$ cat src/rtl/nibble_serial_adder_if.sv
// Handshake and operand/result bundle for nibble_serial_adder.
// Ovf is present only when NIBBLE_SERIAL_ADDER_OVF_EN is defined.
interface nibble_serial_adder_if #(
  parameter int unsigned WIDTH = 16
) ();
  logic             in_valid;
  logic             in_ready;
  logic [WIDTH-1:0] A;
  logic [WIDTH-1:0] B;
  logic             Cin;
  logic             out_valid;
  logic             out_ready;
  logic [WIDTH-1:0] Sum;
  logic             Cout;
`ifdef NIBBLE_SERIAL_ADDER_OVF_EN
  logic             Ovf;
`endif

  modport master (
`ifdef NIBBLE_SERIAL_ADDER_OVF_EN
    input  Ovf,
`endif
    output in_valid, A, B, Cin, out_ready,
    input  in_ready, out_valid, Sum, Cout
  );

  modport slave (
`ifdef NIBBLE_SERIAL_ADDER_OVF_EN
    output Ovf,
`endif
    input  in_valid, A, B, Cin, out_ready,
    output in_ready, out_valid, Sum, Cout
  );
endinterface

$ cat src/rtl/nibble_serial_adder.sv
// WIDTH-bit adder that streams one nibble per clock through a 4-bit Kogge-Stone core.
// Define NIBBLE_SERIAL_ADDER_OVF_EN to add the two's-complement overflow output Ovf.

// 4-bit Kogge-Stone adder; carry-in is folded into the bit-0 generate term.
module kogge_stone_adder4 (
  input  logic [3:0] A,
  input  logic [3:0] B,
  input  logic       Cin,
  output logic [3:0] Sum,
  output logic       Cout
);
  logic [3:0] p;
  logic [3:0] g0;
  logic [3:0] g1;
  logic [3:0] g2;
  logic       p1_2;
  logic       p1_3;

  assign p     = A ^ B;
  assign g0    = {A[3:1] & B[3:1], (A[0] & B[0]) | (p[0] & Cin)};

  assign g1[0] = g0[0];
  assign g1[1] = g0[1] | (p[1] & g0[0]);
  assign g1[2] = g0[2] | (p[2] & g0[1]);
  assign g1[3] = g0[3] | (p[3] & g0[2]);
  assign p1_2  = p[2] & p[1];
  assign p1_3  = p[3] & p[2];

  assign g2[0] = g1[0];
  assign g2[1] = g1[1];
  assign g2[2] = g1[2] | (p1_2 & g1[0]);
  assign g2[3] = g1[3] | (p1_3 & g1[1]);

  assign Sum   = p ^ {g2[2:0], Cin};
  assign Cout  = g2[3];
endmodule

module nibble_serial_adder #(
  parameter int unsigned WIDTH = 16
) (
  input  logic                    clk,
  input  logic                    rst_n,
  nibble_serial_adder_if.slave    bus,
  output logic                    busy
);
  localparam int unsigned NIB  = WIDTH / 4;
  localparam int unsigned IDXW = (NIB > 1) ? $clog2(NIB) : 1;

  if ((WIDTH < 4) || ((WIDTH % 4) != 0)) begin : g_bad_width
    $error("nibble_serial_adder: WIDTH must be a multiple of 4 and at least 4");
  end

  typedef enum logic [1:0] {IDLE, RUN, DONE} state_t;

  state_t               state;
  state_t               state_next;
  logic                 accept_c;
  logic                 last_c;

  logic [NIB-1:0][3:0]  a_reg;
  logic [NIB-1:0][3:0]  b_reg;
  logic [NIB-1:0][3:0]  sum_q;
  logic                 carry_q;
  logic [IDXW-1:0]      idx;
  logic                 cout_q;
  logic                 in_ready_q;
  logic                 out_valid_q;
  logic                 busy_q;

  logic [3:0]           add_sum;
  logic                 add_cout;

  kogge_stone_adder4 u_ks (
    .A    (a_reg[idx]),
    .B    (b_reg[idx]),
    .Cin  (carry_q),
    .Sum  (add_sum),
    .Cout (add_cout)
  );

  // State register
  always_ff @(posedge clk or negedge rst_n) begin
    if (!rst_n) state <= IDLE;
    else        state <= state_next;
  end

  // Next-state and step decode
  always_comb begin
    state_next = state;
    accept_c   = 1'b0;
    last_c     = (idx == IDXW'(NIB - 1));
    case (state)
      IDLE: begin
        if (bus.in_valid && in_ready_q) begin
          accept_c   = 1'b1;
          state_next = RUN;
        end
      end
      RUN: begin
        if (last_c) state_next = DONE;
      end
      DONE: begin
        if (bus.out_ready) state_next = IDLE;
      end
      default: state_next = IDLE;
    endcase
  end

  // Handshake flags follow the state being entered so they stay registered
  always_ff @(posedge clk or negedge rst_n) begin
    if (!rst_n) begin
      in_ready_q  <= 1'b1;
      out_valid_q <= 1'b0;
      busy_q      <= 1'b0;
    end else begin
      in_ready_q  <= (state_next == IDLE);
      out_valid_q <= (state_next == DONE);
      busy_q      <= (state_next != IDLE);
    end
  end

  // Operand capture and nibble sequencing; idx holds at NIB-1 rather than wrapping
  always_ff @(posedge clk or negedge rst_n) begin
    if (!rst_n) begin
      a_reg   <= '0;
      b_reg   <= '0;
      sum_q   <= '0;
      carry_q <= 1'b0;
      idx     <= '0;
      cout_q  <= 1'b0;
    end else if (accept_c) begin
      a_reg   <= bus.A;
      b_reg   <= bus.B;
      carry_q <= bus.Cin;
      idx     <= '0;
    end else if (state == RUN) begin
      sum_q[idx] <= add_sum;
      carry_q    <= add_cout;
      if (last_c) cout_q <= add_cout;
      else        idx    <= idx + IDXW'(1);
    end
  end

`ifdef NIBBLE_SERIAL_ADDER_OVF_EN
  logic ovf_q;

  // Carry into the MSB is recovered from the top operand bits and the new sum bit
  always_ff @(posedge clk or negedge rst_n) begin
    if (!rst_n) begin
      ovf_q <= 1'b0;
    end else if ((state == RUN) && last_c) begin
      ovf_q <= (a_reg[NIB-1][3] ^ b_reg[NIB-1][3] ^ add_sum[3]) ^ add_cout;
    end
  end

  assign bus.Ovf = ovf_q;
`endif

  assign bus.in_ready  = in_ready_q;
  assign bus.out_valid = out_valid_q;
  assign bus.Sum       = sum_q;
  assign bus.Cout      = cout_q;
  assign busy          = busy_q;
endmodule

$ cat src/flat_wrapper.sv
// flat-port wrapper written by rule: the top's interface ports become plain ports
module nibble_serial_adder_flat 
#(
  parameter int unsigned WIDTH = 16
)
  (clk, rst_n, busy, bus_in_valid, bus_A, bus_B, bus_Cin, bus_out_ready, bus_in_ready, bus_out_valid, bus_Sum, bus_Cout);
  nibble_serial_adder_if #(.WIDTH(WIDTH)) bus_i ();
  input  logic clk;
  input  logic rst_n;
  output logic busy;
  input wire logic [$bits(bus_i.in_valid)-1:0] bus_in_valid;
  input wire logic [$bits(bus_i.A)-1:0] bus_A;
  input wire logic [$bits(bus_i.B)-1:0] bus_B;
  input wire logic [$bits(bus_i.Cin)-1:0] bus_Cin;
  input wire logic [$bits(bus_i.out_ready)-1:0] bus_out_ready;
  output wire logic [$bits(bus_i.in_ready)-1:0] bus_in_ready;
  output wire logic [$bits(bus_i.out_valid)-1:0] bus_out_valid;
  output wire logic [$bits(bus_i.Sum)-1:0] bus_Sum;
  output wire logic [$bits(bus_i.Cout)-1:0] bus_Cout;
  assign bus_i.in_valid = bus_in_valid;
  assign bus_i.A = bus_A;
  assign bus_i.B = bus_B;
  assign bus_i.Cin = bus_Cin;
  assign bus_i.out_ready = bus_out_ready;
  assign bus_in_ready = bus_i.in_ready;
  assign bus_out_valid = bus_i.out_valid;
  assign bus_Sum = bus_i.Sum;
  assign bus_Cout = bus_i.Cout;
  nibble_serial_adder #(.WIDTH(WIDTH)) u_core (.clk(clk), .rst_n(rst_n), .bus(bus_i), .busy(busy));
endmodule
$ cat config.mk
export PLATFORM = sky130hd
export DESIGN_NAME = nibble_serial_adder_flat
export DESIGN_NICKNAME = d
export VERILOG_FILES = /design/src/rtl/nibble_serial_adder_if.sv /design/src/rtl/nibble_serial_adder.sv /design/src/flat_wrapper.sv
export SDC_FILE = /design/constraint.sdc
export NUM_CORES = 1
export LEC_CHECK = 0
export ABC_AREA = 1
export CAP_MARGIN = 30
export CORE_UTILIZATION = 51
export CTS_CLUSTER_SIZE = 25
export DETAILED_ROUTE_END_ITERATION = 8
export PLACE_DENSITY = 0.8
export SLEW_MARGIN = 40
export SYNTH_ARGS = -nofsm -noshare
export SYNTH_HDL_FRONTEND = slang
export SYNTH_HIERARCHICAL = 1
export SYNTH_SLANG_ARGS = --single-unit
export TNS_END_PERCENT = 100
$ cat constraint.sdc
create_clock -name clk -period 3.4 [get_ports clk]
set_clock_uncertainty 0.05 [all_clocks]
set_input_delay 0.51 -clock clk [delete_from_list [all_inputs] [get_ports clk]]
set_output_delay 0.51 -clock clk [all_outputs]
set_load 0.02 [all_outputs]
# Word-level counts from Yosys, hierarchy flattened
# Cells that the tools add are included.
# word_totals
reg_bits	57
input_bits	37
out_inout_bits	20
# classes
n_addsub	1
order_cmp	2
eq_ne	5
mux	18
bitwise_logic	19
reduce_logical	9
# ops
op	count
$bmux 4 s2	2
$bwmux 16	1
$mux 2	6
$mux 4	3
$and 1x1->1	9
$demux 4 s2	1
$xor 4x4->4	2
$eq 2x2->1 const B	3
$or 1x1->1	6
$pmux 2 s3	1
$logic_not 2->1	2
$mux 1	4
$reduce_and 2->1	2
$reduce_bool 2->1	2
$and 3x3->3	1
$lt 2x3->1 const B	1
$reduce_and 3->1	1
$add 2x1->2 const B	1
$eq 2x1->1 const B	1
$ge 2x1->1 const B	1
$logic_and 1x1->1	2
$ne 2x1->1 const B	1
$not 1->1	1

# Logic depth before layout (Yosys ltp)
# Gate-level depths: netlist of run 1.
# logic_depth
word_depth	11
ltp_mapped	14
mapped_depth_nobuf	12

# Modules after synthesis
# Netlist of run 1, hierarchy kept.
# modules_own_cells
mod	n_inst	cells_each	area_each_um2
nibble_serial_adder	1	304	2593.7
kogge_stone_adder4	1	20	148.9

# Worst setup path before layout of run 1
# OpenSTA, ideal clock, no wires.
# synth_path
path_type	register to register
from	register u_core.idx[0]
to	register u_core.carry_q
setup_ns	0.117
arrival_time_ns	2.343
required_ns	3.233
path_slack_ns	0.890
path_stages_with_launch	14
path_buffers	2
period_less_slack_ns	2.510
path_cell_list	dfrtp_1 buf_2 inv_2 buf_2 o211ai_1 nand2_1 fa_1 fa_1 a21oi_1 o21bai_1 inv_1 nand3_1 nand3_1 nand2_1
# synth_via
elab_chain_cells	11
word_cells_on_any_way	18
# synth_rtl
item	line	text
start: declaration	nibble_serial_adder.sv:64	logic [IDXW-1:0] idx;
start signal: assignment	nibble_serial_adder.sv:140	else idx <= idx + IDXW'(1);
$bmux 4 s2 (on tied branches)	nibble_serial_adder.sv:74, nibble_serial_adder.sv:75	
$mux 4 (on tied branches)	nibble_serial_adder.sv:74, nibble_serial_adder.sv:75	
$xor 4x4->4	nibble_serial_adder.sv:19	assign p = A ^ B;
$and 1x1->1	nibble_serial_adder.sv:20	assign g0 = {A[3:1] & B[3:1], (A[0] & B[0]) | (p[0] & Cin)};
$or 1x1->1	nibble_serial_adder.sv:20	
$and 1x1->1	nibble_serial_adder.sv:23	assign g1[1] = g0[1] | (p[1] & g0[0]);
$or 1x1->1	nibble_serial_adder.sv:23	
$and 1x1->1	nibble_serial_adder.sv:32	assign g2[3] = g1[3] | (p1_3 & g1[1]);
$or 1x1->1 *	nibble_serial_adder.sv:32	
via u_core.add_cout	nibble_serial_adder.sv:71	logic add_cout;
$mux 1 *	nibble_serial_adder.sv:136	end else if (state == RUN) begin
$mux 1 *	nibble_serial_adder.sv:131	end else if (accept_c) begin
end signal: assignment	nibble_serial_adder.sv:134	carry_q <= bus.Cin;
end signal: assignment	nibble_serial_adder.sv:138	carry_q <= add_cout;
end: declaration	nibble_serial_adder.sv:63	logic carry_q;
# The timed path passes the listed nets; every way through them passes the cells marked *. The select of a mux whose other input is x is not followed.
# A chain may end at the register's enable or synchronous reset.

# Worst setup path in the final report of run 1
# Same ends and word-level chain as after synthesis.

==> metrics.md, run 1 <==
| Metric | Value |
|---|---|
| Drc violations | `0` |
| Actual slew at the worst max-slew pin | `0.760 ns` |
| Largest family of logic cells by synthesized area | `simple AND/OR/NAND/NOR gates` |
| GRT Util Overall | `23.1%` |
| Clock network fraction of design power | `13.9%` |
| Post-route ant nets | `0` |
| Synth Area in Adders | `4.65%` |
| Core area | `around 5000 µm²` |
| Synth Register Bits | `57` |
| Post-CTS Setup Repair Bufs | `0` |
| Maxcap violations | `0` |
| Initial drt markers | `124` |
| Setup_tns | `0 ns` |
| Unique masters post-synth | `24` |
| Full die area | `5670 µm²` |
| Clock transition at the registers of the reported paths | `roughly 0.060 ns` |
| Initial antenna violation count | `0` |
| First-pass GRT wire length | `between 9000 and 10000 µm` |
| Commonest non-fill, non-tap cell in the layout | `nand2_1` |
| Startpoint Class | `flop` |
| Share of cells above drive strength 1 | `5.53%` |
| Clk sink count | `57` |
| PostCTS Resize Cnt | `0` |
| Min-Delay Path Class | `input pin to asynchronous set/reset pin` |
| CTS tree | `built` |
| Cells after Synth | `324` |
| Critical path cell sequence | `inv_2 -> o211ai_1 -> nand2_1 -> fa_1 -> fa_1 -> a21oi_1 -> o21bai_1 -> inv_1 -> nand3_1 -> nand3_1 -> nand2_1` |
| Max-slew violations | `0` |
| RSZ-0062 raised after global routing | `false` |
| Final net count | `between 400 and 500` |
| Mux share of post-synthesis cell area | `0%` |
| Slowest stage cell on the critical path | `dfrtp_1` |
| Final setup vio count | `0` |
| Final hold vios | `0` |
| Placed instance count | `roughly 440` |
| Sw Pwr | `around 1.6 mW` |
| I/O pin cnt | `57` |
| Top delay family on crit path | `adder cells` |
| Avg Vias per Cell | `5.08` |
| Drt total wl | `5650 µm` |
| Status | `finished, final reports clean` |
| Worst slew margin | `a little under 50%` |
| Pin count of the biggest net entering global routing | `37` |
| Remaining Overflow, GRT | `0` |
| Internal | `1.98 mW` |
| Buf/Inv on CP | `2` |
| Overall power | `3.62 mW` |
| Starting Density | `53.4%` |
| Num CTS Buffers | `9` |
| Switching share of total power | `45.2%` |
| Area Overhead vs Synth | `25.8%` |
| Wire per inst | `~13 µm` |
| Reg power frac | `about 34%` |
| Ant. Diodes | `0` |
| CTS H-tree lvls | `3` |
| Compound-Gate Fraction of Synth Area | `roughly 7.4%` |
| Worst-Skew Late Latency | `between 0.3 and 0.4 ns` |
| Port bufs | `56` |
| Worst path max stage delay | `around 0.61 ns` |
| Total number of vias | `2286` |
| Synth Area in Simple Gates | `28.5%` |
| Fin cells | `450` |
| Routability congestion estimate | `0.821` |
| Static leakage | `1.73 nW` |
| Post-CTS Hold Buffers | `0` |
| Setup crit end kind | `flop` |
| PwrDens | `1050 nW/µm²` |
| CTS max path bufs | `2` |
| Row count | `26` |
| Synth warn | `6` |
| Max VDD drop | `roughly 0.52 mV` |
| Crit path arrival time | `2.97 ns` |
| FILL cells | `439` |
| Synth Area per Inst | `8.46 µm²` |
| Pre-CTS setup slack | `roughly 0.64 ns` |
| Die Y | `~75 µm` |
| Crit path time final | `2.80 ns` |
| DIE WIDTH | `between 70 and 80 µm` |
| Logic gate share of total power | `52.3%` |
| Syn nets | `370` |
| CP max FO | `27` |
| Root Driver | `clkbuf_8` |
| Mapped Area | `2740 µm²` |
| Crit path kind | `flop to flop` |
| Fmax | `357 MHz` |
| Final WS setup | `0.599 ns` |
| Register area share after synthesis | `52.1%` |
| Xor and xnor fraction of the mapped netlist area | `less than 1%` |
| Vias in the first global route | `2160` |
| Pre-antenna DRT Iters | `4` |
| CP required | `roughly 3.6 ns` |
| Crit share post-route | `82.4%` |
| Most frequent cells in the layout | `nand2_1, dfrtp_1, clkdlybuf4s50_1` |
| DP HPWL | `4050 µm` |
[area by class of cell]
type                            count  area [µm²]  share of cell area, %
Sequential cell                    57        1430                   41.4
Multi-Input combinational cell    227        1120                   32.5
Timing Repair Buffer               58         571                   16.5
Clock buffer                       12         145                   4.21
Inverter                           25        93.8                   2.72
Tap cell                           70        87.6                   2.54
Clock inverter                      1        5.00                  0.145
[kinds of logic (layout without fill, tap and decap cells)]
| logic type | count (synthesis) | after routing |
|---|---|---|
| flops | 57 | 57 |
| compound gates | 36 | 36 |
| buf+inv | 40 | 96 |
| xor+xnor | 1 | 1 |
| fa+ha+maj | 9 | 9 |
| simple gates | 181 | 181 |
[path summary, 6_finish.rpt]
path	cells past startpoint	to	startpoint	slack (ns)
max	11	u_core/carry_q	u_core/idx[0]	0.60
min	1	u_core/state[1]	rst_n	0.14
max reg2reg	11	u_core/carry_q	u_core/idx[0]	0.60
min reg2reg	2	u_core/a_reg[1]	u_core/a_reg[1]	0.43
max in group asynchronous	2	u_core/bus.Sum[10]	rst_n	2.36
min in group clk	2	u_core/a_reg[1]	u_core/a_reg[1]	0.43
[synth_stat cells]
library cell,count,share of area (%)
a21oi_1,2,0.36
buf_2,6,1.1
buf_4,4,1.1
buf_6,3,1.2
clkbuf_1,2,0.27
clkinv_1,2,0.27
dfrtp_1,56,51
dfstp_2,1,0.96
fa_1,2,1.5
ha_1,7,3.2
inv_1,21,2.9
inv_2,2,0.27
nand2_1,115,16
nand2_8,1,0.73
nand3_1,42,7.7
nand3_2,1,0.36
nand4_1,1,0.23
nor2_1,19,2.6
nor2_4,1,0.41
nor2_8,1,0.73
o211ai_1,8,2.2
o21ai_0,25,4.6
o21bai_1,1,0.27
xor2_1,1,0.32
[worst register-to-register path, stage by stage, from the launching register on]
cell and delay [ns]:
dfrtp_1 0.61, inv_2 0.28, o211ai_1 0.23, nand2_1 0.10
fa_1 0.48, fa_1 0.43, a21oi_1 0.16, o21bai_1 0.07
inv_1 0.06, nand3_1 0.07, nand3_1 0.10, nand2_1 0.05
[power by group through the flow]
| stage | Sequential, mW | Combinational [mW] | Clock, mW |
|---|---|---|---|
| after floorplan | 1.28 | 1.28 | 0 |
| after global placement | 1.22 | 1.79 | 0 |
| after detailed placement | 1.23 | 1.88 | 0 |
| after CTS | 1.22 | 1.89 | 0.517 |
| after global routing | 1.25 | 2.16 | 0.542 |
| final | 1.22 | 1.89 | 0.504 |
[metrics by stage]
stage	area [µm²]	util, %	hold WS [ns]
global placement	3300	64.2	0.407
floorplan	2740	-	0.164
CTS	3450	67.1	0.149
detailed placement	3300	64.2	0.412
finish	3450	67.1	0.141
global route	3450	67.1	0.191
[routing by layer]
layer	track usage [%]	wire, µm	vias to the layer above	part of all wire [%]
met4	13.4	82	0	1.5
li1	-	-	1143	-
met5	0	0	-	0
met1	29.2	2510	1074	44
met3	4.23	244	9	4.3
met2	37.6	2810	60	50
Power figures use the tool's default switching activity.
==> inputs of run 2 (changes only) <==
CORE_UTILIZATION = 46   (was 51)
PLACE_DENSITY = 0.76   (was 0.8)
clock period = 2.3 ns   (was 3.4 ns; I/O delays follow)
==> metrics.md, run 2 (synthesis results as in run 1) <==
| Metric | Value |
|---|---|
| Post-route cell area | `3590 µm² (was 3450 µm²)` |
| Post-CTS Hold Buffers | `0 (unchanged)` |
| Drc violations | `0 (unchanged)` |
| Starting Density | `48.6% (was 53.4%)` |
| Crit share post-route | `98.7% (was 82.4%)` |
| Static leakage | `1.80 nW (was 1.73 nW)` |
| Ant. Diodes | `0 (unchanged)` |
| Most frequent cells in the layout | `nand2_1, clkdlybuf4s50_1, dfrtp_1 (was nand2_1, dfrtp_1, clkdlybuf4s50_1)` |
| Post-route ant nets | `0 (unchanged)` |
| Num CTS Buffers | `9 (unchanged)` |
| Clock transition at the registers of the reported paths | `0.06 ns (about the same)` |
| Pre-antenna DRT Iters | `4 (unchanged)` |
| CTS max path bufs | `2 (unchanged)` |
| Critical path startpoint | `u_core/idx[0] (unchanged)` |
| CP required | `2.47 ns (was 3.57 ns)` |
| Worst reg2reg path endpoint | `u_core/carry_q (unchanged)` |
| Routability congestion estimate | `0.795 (was 0.821)` |
| R2R Setup Slk | `0.03 ns (was 0.60 ns)` |
| Reg power frac | `31.3% (was 33.8%)` |
| Worst r2r path cells | `11 (unchanged)` |
| Setup_tns | `0 ns (unchanged)` |
| FF-to-FF Start | `u_core/idx[0] (unchanged)` |
| Final setup vio count | `0 (unchanged)` |
| Area Overhead vs Synth | `31.0% (was 25.8%)` |
| Status | `complete, but fails checks (was finished, final reports clean)` |
| Root Driver | `clkbuf_8 (unchanged)` |
| Min-Delay Path Class | `input pin to asynchronous set/reset pin (unchanged)` |
| I/O pin cnt | `57 (unchanged)` |
| PwrDens | `1590 nW/µm² (was 1050 nW/µm²)` |
| Full die area | `6280 µm² (was 5670 µm²)` |
| Sw Pwr | `2.47 mW (was 1.63 mW)` |
| Core area | `5640 µm² (was 5140 µm²)` |
| CTS tree | `built (unchanged)` |
| DP HPWL | `4040 µm (was 4050 µm)` |
| Internal | `3.23 mW (was 1.98 mW)` |
| Total number of vias | `2347 (was 2286)` |
| Max-slew violations | `0 (unchanged)` |
| Switching share of total power | `43.3% (was 45.2%)` |
| Final hold vios | `7 (was 0)` |
| Violated checks | `hold timing` |
| Share of cells above drive strength 1 | `9.49% (was 5.53%)` |
| First-pass GRT wire length | `9740 µm (was 9580 µm)` |
| Setup crit end kind | `flop (unchanged)` |
| Port bufs | `56 (unchanged)` |
| Maxcap violations | `0 (unchanged)` |
| Final net count | `431 (was 424)` |
| Crit path kind | `flop to flop (unchanged)` |
| Clk sink count | `57 (unchanged)` |
| Worst slew margin | `55.4% (was 49.0%)` |
| Post-DP Area | `3380 µm² (was 3300 µm²)` |
| Logic gate share of total power | `51.9% (was 52.3%)` |
| GRT Util Overall | `20.6% (was 23.1%)` |
| Final hold slack | `-0.00578 ns (was 0.141 ns)` |
| Crit path arrival time | `2.44 ns (was 2.97 ns)` |
| Startpoint Class | `flop (unchanged)` |
| CP max FO | `11 (was 27)` |
| Avg Vias per Cell | `5.08 (about the same)` |
| Worst Setup EP | `u_core/carry_q (unchanged)` |
| Clock network fraction of design power | `16.7% (was 13.9%)` |
| DIE WIDTH | `79.2 µm (was 75.3 µm)` |
| Wire per inst | `12.4 µm (was 12.6 µm)` |
| Row count | `27 (was 26)` |
| Pin count of the biggest net entering global routing | `37 (unchanged)` |
| RSZ-0062 raised after global routing | `true (was false)` |
| CTS H-tree lvls | `3 (unchanged)` |
| Initial antenna violation count | `0 (unchanged)` |
| Actual slew at the worst max-slew pin | `0.669 ns (was 0.760 ns)` |
| Worst-Skew Late Latency | `0.33 ns (about the same)` |
| Remaining Overflow, GRT | `0 (unchanged)` |
| Max VDD drop | `0.772 mV (was 0.516 mV)` |
| Fmax | `440 MHz (was 357 MHz)` |
| Commonest non-fill, non-tap cell in the layout | `nand2_1 (unchanged)` |
| Die Y | `79.2 µm (was 75.3 µm)` |
| Vias in the first global route | `2176 (was 2160)` |
| Initial drt markers | `116 (was 124)` |
| Drt total wl | `5730 µm (was 5650 µm)` |
| Crit path time final | `2.27 ns (was 2.80 ns)` |
## run 2: through the flow
stage | util [%] | cells | total power [mW] | hold WS [ns] | worst slack, ns
4_1_cts | 63.6 | 462 | 5.70 | 0.00154 | 0.0174
6_report | 63.7 | 462 | 5.70 | -0.00578 | 0.0294
3_5_place_dp | 59.9 | 446 | 4.70 | 0.364 | 0.0355
5_1_grt | 63.7 | 462 | 6.22 | 0.0240 | -0.0653
3_3_place_gp | 59.9 | 446 | 4.61 | 0.360 | 0.130
2_1_floorplan | - | 324 | 3.86 | -0.000591 | 0.0299
## run 2: how the worst min path moves through the flow
stage / slack [ns] / from / end / depth (start not counted)
after floorplan: -0.0006 / rst_n / u_core/a_reg[0] / 0
after global placement: 0.36 / rst_n / u_core/busy / 1
after detailed placement: 0.36 / rst_n / u_core/busy / 1
after CTS: 0.002 / rst_n / u_core/state[1] / 1
after global routing: 0.02 / rst_n / u_core/bus.Sum[2] / 1
final: -0.006 / rst_n / u_core/busy / 1
## run 2: power groups by stage
stage	Combinational (mW)	Clock [mW]	Sequential, mW
floorplan	1.97	0	1.89
global placement	2.82	0	1.78
detailed placement	2.91	0	1.79
CTS	2.94	0.978	1.78
global route	3.35	1.03	1.85
finish	2.96	0.955	1.79
## run 2: final cells by class
type	instances	area [µm²]
Fill cell	486	2050
Sequential cell	57	1430
Multi-Input combinational cell	227	1130
Timing Repair Buffer	65	636
Clock buffer	14	173
Inverter	25	98.8
Tap cell	72	90.1
Clock inverter	2	35.0
## run 2: critical path, cell delays in order, from the launching register on
cell	delay [ns]
dfrtp_2	0.43
clkinv_4	0.11
o211ai_1	0.20
nand2_1	0.11
fa_2	0.41
fa_2	0.39
a21oi_2	0.12
o21bai_1	0.06
inv_1	0.06
nand3_1	0.06
nand3_1	0.09
nand2_1	0.05
## run 2: layer usage
layer / GRT usage, % / vias up / part of all wire (%)
met5: 0 / - / 0
met1: 25.3 / 1083 / 44
met2: 32.9 / 89 / 47
met4: 8.36 / 0 / 2.4
li1: - / 1161 / -
met3: 7.13 / 14 / 6.1
## run 2: what timing repair did
item,4_1_cts,5_1_grt
gates resized for setup,0,4
buffers inserted,0,0
setup endpoints to repair,0,9
